File: src/rtl/shift_reg_engine_if.sv
// Bundle of control, data and status signals for the shift register engine.
// Pure wiring: no storage and no added latency.
// No backpressure: start/step_en issued while busy are ignored by the engine.
interface shift_reg_engine_if #(
  parameter int WIDTH = 8,
  parameter int STEP  = 1,
  parameter int CNT_W = 4
);

  // Commands and operands into the engine
  logic             load_en;
  logic [WIDTH-1:0] d;
  logic [1:0]       mode;
  logic             step_en;
  logic             start;
  logic [CNT_W-1:0] count;
  logic [STEP-1:0]  shift_in;

  // Register contents and burst status out of the engine
  logic [WIDTH-1:0] q;
  logic [STEP-1:0]  shift_out;
  logic             busy;
  logic             done;

  // Side that issues commands (a controller or a testbench)
  modport master (
    output load_en, d, mode, step_en, start, count, shift_in,
    input  q, shift_out, busy, done
  );

  // Side that implements the register (the engine)
  modport slave (
    input  load_en, d, mode, step_en, start, count, shift_in,
    output q, shift_out, busy, done
  );

endinterface

File: src/rtl/shift_reg_engine.sv
// Load/shift register with STEP-bit shifts (LSR/ASR/LSL/ROR) and an autonomous burst engine.
// Latency: a load or shift is visible on q one cycle after its edge; done pulses the cycle after the last burst shift.
// Backpressure: start/step_en are ignored while busy; load_en always wins and aborts a running burst.
module shift_reg_engine #(
  parameter int WIDTH = 8,
  parameter int STEP  = 1,
  parameter int CNT_W = 4
) (
  input logic           clk,
  input logic           rst,
  shift_reg_engine_if.slave bus
);

  localparam logic [1:0] MODE_LSR = 2'b00;
  localparam logic [1:0] MODE_ASR = 2'b01;
  localparam logic [1:0] MODE_LSL = 2'b10;
  localparam logic [1:0] MODE_ROR = 2'b11;

  localparam logic [CNT_W-1:0] CNT_ONE = CNT_W'(1);

  typedef enum logic {
    IDLE = 1'b0,
    RUN  = 1'b1
  } state_t;

  state_t           state;
  logic [1:0]       run_mode;   // mode captured at start, held for the whole burst
  logic [CNT_W-1:0] remaining;  // shifts still to perform, >=1 whenever in RUN
  logic [WIDTH-1:0] q_reg;
  logic [STEP-1:0]  shift_out_reg;
  logic             done_reg;

  logic [1:0]       op_mode;
  logic [WIDTH-1:0] q_next;
  logic [STEP-1:0]  shift_out_next;

  // A burst uses its latched mode; a single step uses the live mode input.
  always_comb begin
    op_mode = bus.mode;
    if (state == RUN) begin
      op_mode = run_mode;
    end
  end

  // Result of one STEP-bit shift of the current register in the selected mode.
  always_comb begin
    q_next         = q_reg;
    shift_out_next = shift_out_reg;
    case (op_mode)
      MODE_LSR: begin
        q_next         = {bus.shift_in, q_reg[WIDTH-1:STEP]};
        shift_out_next = q_reg[STEP-1:0];
      end
      MODE_ASR: begin
        q_next         = {{STEP{q_reg[WIDTH-1]}}, q_reg[WIDTH-1:STEP]};
        shift_out_next = q_reg[STEP-1:0];
      end
      MODE_LSL: begin
        q_next         = {q_reg[WIDTH-1-STEP:0], bus.shift_in};
        shift_out_next = q_reg[WIDTH-1:WIDTH-STEP];
      end
      MODE_ROR: begin
        q_next         = {q_reg[STEP-1:0], q_reg[WIDTH-1:STEP]};
        shift_out_next = q_reg[STEP-1:0];
      end
      default: begin
        q_next         = q_reg;
        shift_out_next = shift_out_reg;
      end
    endcase
  end

  // Control FSM and datapath registers; done is a single-cycle pulse cleared every edge.
  always_ff @(posedge clk or posedge rst) begin
    if (rst) begin
      state         <= IDLE;
      run_mode      <= MODE_LSR;
      remaining     <= '0;
      q_reg         <= '0;
      shift_out_reg <= '0;
      done_reg      <= 1'b0;
    end else begin
      done_reg <= 1'b0;
      case (state)
        IDLE: begin
          if (bus.load_en) begin
            q_reg <= bus.d;
          end else if (bus.start) begin
            // A zero-length burst completes immediately without shifting.
            if (bus.count != '0) begin
              run_mode  <= bus.mode;
              remaining <= bus.count;
              state     <= RUN;
            end else begin
              done_reg <= 1'b1;
            end
          end else if (bus.step_en) begin
            q_reg         <= q_next;
            shift_out_reg <= shift_out_next;
          end
        end
        RUN: begin
          if (bus.load_en) begin
            // Abort: new data replaces the burst and no completion is signalled.
            q_reg     <= bus.d;
            remaining <= '0;
            state     <= IDLE;
          end else begin
            q_reg         <= q_next;
            shift_out_reg <= shift_out_next;
            remaining     <= remaining - CNT_ONE;
            if (remaining == CNT_ONE) begin
              state    <= IDLE;
              done_reg <= 1'b1;
            end
          end
        end
        default: begin
          state     <= IDLE;
          remaining <= '0;
        end
      endcase
    end
  end

  assign bus.q         = q_reg;
  assign bus.shift_out = shift_out_reg;
  assign bus.busy      = (state == RUN);
  assign bus.done      = done_reg;

  // Completion is only reported once the engine is back in IDLE.
  a_done_not_busy : assert property (@(posedge clk) disable iff (rst)
    !(bus.done && bus.busy));

  // A running burst always has at least one shift left.
  a_run_has_work : assert property (@(posedge clk) disable iff (rst)
    (state == RUN) |-> (remaining != '0));

endmodule

File: src/flat_wrapper.sv
// flat-port wrapper written by rule: the top's interface ports become plain ports
module shift_reg_engine_flat 
#(
  parameter int WIDTH = 8,
  parameter int STEP  = 1,
  parameter int CNT_W = 4
)
  (clk, rst, bus_load_en, bus_d, bus_mode, bus_step_en, bus_start, bus_count, bus_shift_in, bus_q, bus_shift_out, bus_busy, bus_done);
  shift_reg_engine_if #(.WIDTH(WIDTH), .STEP(STEP), .CNT_W(CNT_W)) bus_i ();
  input logic clk;
  input logic rst;
  input wire logic [$bits(bus_i.load_en)-1:0] bus_load_en;
  input wire logic [$bits(bus_i.d)-1:0] bus_d;
  input wire logic [$bits(bus_i.mode)-1:0] bus_mode;
  input wire logic [$bits(bus_i.step_en)-1:0] bus_step_en;
  input wire logic [$bits(bus_i.start)-1:0] bus_start;
  input wire logic [$bits(bus_i.count)-1:0] bus_count;
  input wire logic [$bits(bus_i.shift_in)-1:0] bus_shift_in;
  output wire logic [$bits(bus_i.q)-1:0] bus_q;
  output wire logic [$bits(bus_i.shift_out)-1:0] bus_shift_out;
  output wire logic [$bits(bus_i.busy)-1:0] bus_busy;
  output wire logic [$bits(bus_i.done)-1:0] bus_done;
  assign bus_i.load_en = bus_load_en;
  assign bus_i.d = bus_d;
  assign bus_i.mode = bus_mode;
  assign bus_i.step_en = bus_step_en;
  assign bus_i.start = bus_start;
  assign bus_i.count = bus_count;
  assign bus_i.shift_in = bus_shift_in;
  assign bus_q = bus_i.q;
  assign bus_shift_out = bus_i.shift_out;
  assign bus_busy = bus_i.busy;
  assign bus_done = bus_i.done;
  shift_reg_engine #(.WIDTH(WIDTH), .STEP(STEP), .CNT_W(CNT_W)) u_core (.clk(clk), .rst(rst), .bus(bus_i));
endmodule
File: config.mk
export PLATFORM = sky130hd
export DESIGN_NAME = shift_reg_engine_flat
export DESIGN_NICKNAME = d
export VERILOG_FILES = /design/src/rtl/shift_reg_engine_if.sv /design/src/rtl/shift_reg_engine.sv /design/src/flat_wrapper.sv
export SDC_FILE = /design/constraint.sdc
export NUM_CORES = 1
export LEC_CHECK = 0
export ABC_CLOCK_PERIOD_IN_PS = 3500
export CORE_ASPECT_RATIO = 1.5
export CORE_MARGIN = 2
export CORE_UTILIZATION = 30
export DETAILED_ROUTE_END_ITERATION = 8
export GPL_TIMING_DRIVEN = 1
export MAX_ROUTING_LAYER = met4
export SLEW_MARGIN = 25
export SYNTH_ARGS = -nofsm -noshare
export SYNTH_HDL_FRONTEND = slang
export SYNTH_SLANG_ARGS = --single-unit
File: constraint.sdc
create_clock -name clk -period 3.5 [get_ports clk]
set_clock_uncertainty 0.2 [all_clocks]
set_input_delay 0.525 -clock clk [delete_from_list [all_inputs] [get_ports clk]]
set_output_delay 0.525 -clock clk [all_outputs]
set_load 0.005 [all_outputs]
==> results.py <==
metrics = {
    "route": {
        "routed_wirelength_mm": 2.21,
        "vias": 816,
        "post-route-drc-count": 0,
        "dr_wl_met3_um": 89,
        "ant_nets": 0,
        "wl_met1_um": 918,
        "drt-pass1-iter-count": 2,
        "dr_wl_met2_mm": 1.19,
        "wl_per_cell_um": 13.4,
        "top_layer_used": "met4",
        "viasPerCell": 4.95,
        "drt-initial-drc-count": 19,
    },
    "finish": {
        "stdcell_area_mm2": 0.00134,
        "drive_gt1_share_pct": 11.2,
        "largest_register_ffs": 8,
        "antenna-diode-count": 0,
        "fill_cells": 291,
        "nets": 148,
        "syn_to_final_growth_pct": 40.3,
    },
    "cts": {
        "cts.path.max_buffers": 2,
        "numCtsBuffers": 3,
        "ctsHoldBuffers": 0,
        "clkTransAtPathRegs_ns": 0.07,
        "cts_resized": 0,
        "cts_tree": "built",
        "htree_levels": 1,
        "clockRootBuffer": "clkbuf_8",
        "clock_insertion_delay_worst_skew_ns": 0.24,
        "cts.sinks": 17,
        "post_cts_buffers": 0,
    },
    "placed_design": {
        "hpwl_mm": 1.73,
        "place_area_mm2": 0.00130,
        "pre_cts_slack_ns": 1.21,
        "portBuffers": 30,
        "place.gp.congestion": 0.773,
    },
    "global_route": {
        "grt_pass1_wl_mm": 3.88,
        "grt_pass1_vias": 870,
        "gr-total-overflow": 0,
        "grt_max_degree": 18,
        "antenna_found_initial": 0,
        "grt_usage_pct": 13.7,
    },
    "synth": {
        "synth_edf_count": 0,
        "yosys.area.top_type_share_pct": 44.4,
        "syn-cell-area_um2": 957,
        "yosys_warnings": 0,
        "synth_largest_area_cell": "dfrtp_1",
        "synth_cell_types": 30,
        "yosys-top-cells-area": "dfrtp_1 44%, mux2i_1 10%, o22ai_1 5.2%",
        "netlist_instances": 93,
        "syn_avg_cell_area_um2": 10.3,
        "synth_flop_cell": "dfrtp_1",
        "ys_seq_area_share_pct": 44.4,
        "ys_ff_latch": 17,
        "syn_nets": 115,
        "async_reset_ff_share_pct": 100,
    },
    "sta": {
        "rsz0062_at_grt": "false",
        "finalCritPeriodShare_pct": 61.0,
        "fmax_ghz": 0.468,
        "tns_ns": 0,
        "hold_viol_final": 0,
        "tightest_slew_ns": 0.630,
        "slew_violations": 0,
        "hold_ws_ns": 0.344,
        "setup-violations-final": 0,
        "post-route-min-period_ns": 2.14,
        "max_slew_margin_pct": 58.0,
        "worst_slack_ns": 1.36,
    },
    "power_and_ir_drop": {
        "p_per_area_mw_per_mm2": 502,
        "finalPower_mw": 0.674,
        "power_leakage_nw": 0.579,
        "ir_drop_v": 0.000238,
    },
    "die": {
        "num_rows": 25,
        "core-area_mm2": 0.00310,
        "ios": 31,
        "initial_utilization_pct": 30.9,
        "die-area_mm2": 0.00367,
        "fp.dieW_um": 50.1,
        "die_h_um": 73.2,
    },
    "hold_path": {
        "hp-class": "reg2reg",
    },
    "setup_path": {
        "cp_num_buf_inv": 1,
        "crit_fanout": 12,
        "slowest_stage": "dfrtp_1",
        "crit_type": "reg2out",
        "worstPathArrival_ns": 1.41,
        "critPathMaxStageDelay_ns": 0.59,
        "worst_setup_path_start_kind": "flop",
        "path_cells": "clkdlybuf4s50_1",
        "critPathTopFamily": "flip-flops",
        "end_kind": "primary output",
        "critPathRequiredTime_ns": 2.77,
    },
    "run": {
        "maxCapViolCount": 0,
    },
    "outcome": {
        "status": "finished clean",
    },
}
## logic make-up (layout without fill, tap and decap cells)
| family | count (synthesis) | in the layout | share of synthesized area (%) |
|---|---|---|---|
| xor+xnor | 1 | 1 | 0.915 |
| fa+ha+maj | 2 | 2 | 2.61 |
| flops | 17 | 17 | 44.4 |
| compound gates | 30 | 30 | 22.0 |
| buf+inv | 9 | 41 | 4.31 |
| mux | 12 | 12 | 13.2 |
| simple gates | 22 | 22 | 12.5 |
## power by group
part	total (mW)	switching (mW)	internal [mW]
combinational	0.239	0.0965	0.142
clock	0.142	0.0634	0.0787
sequential	0.294	0.0517	0.242
## final cells by class
type,instances,area (um2),area share [%]
multi-input combinational,67,490,36.5
clock buffer,3,41.3,3.08
timing repair buffer,31,308,22.9
tap,40,50.0,3.73
inverter,6,22.5,1.68
clock inverter,1,5.00,0.373
sequential,17,425,31.7
## cells in the mapped netlist, drive strengths merged, types with 2 or more instances
master  count
dfrtp      17
nand2b      2
mux2i      10
nor3b       3
o22ai       8
ha          2
a31oi       2
buf         2
mux2        2
a21oi      10
nand2       5
inv         5
nor2        8
a221o       3
o21ai       3
## worst reg2reg max path: cells and delay by family (launching register included)
family	cells	cell delay, ns
DFF	1	0.59
muxes	2	0.56
AOI/OAI and AO/OA	2	0.28
## cell usage in the layout, fill, tap and decap left out, types with 2 or more instances in the layout
cell             instances
o21ai_0                  3
inv_1                    5
ha_1                     2
mux2i_1                 10
nand2b_1                 2
clkdlybuf4s50_1         30
o22ai_1                  8
a21oi_1                  9
dfrtp_1                 17
nand2_1                  5
clkbuf_8                 3
nor3b_1                  2
a221o_1                  3
nor2_1                   8
## layer usage
metal | vias to the layer above | GRT usage [%]
li1 | 408 | -
met1 | 385 | 16.6
met2 | 21 | 23.7
met3 | 2 | 2.25
met4 | 0 | 2.78
met5 | - | -
## stage by stage
step                util, %  instances
floorplan                 -         93
global placement       41.9        161
detailed placement     41.9        161
CTS                    43.4        165
global route           43.4        165
finish                 43.4        165
## path summary, 6_finish.rpt
kind,start,to,slack [ns],depth (start not counted)
setup / recovery,u_core.bus.busy$_DFF_PP0_,bus_busy,1.36,1
hold / removal,u_core.bus.shift_out$_DFFE_PP0P_,u_core.bus.shift_out$_DFFE_PP0P_,0.34,2
setup reg to reg,u_core.bus.busy$_DFF_PP0_,u_core.bus.q[7]$_DFFE_PP0P_,1.73,4
hold reg to reg,u_core.bus.shift_out$_DFFE_PP0P_,u_core.bus.shift_out$_DFFE_PP0P_,0.34,2
max in group asynchronous,rst,u_core.bus.q[4]$_DFFE_PP0P_,2.24,2
min in group asynchronous,rst,u_core.remaining[0]$_DFFE_PP0P_,0.46,2
(Power assumes the default switching activity.)
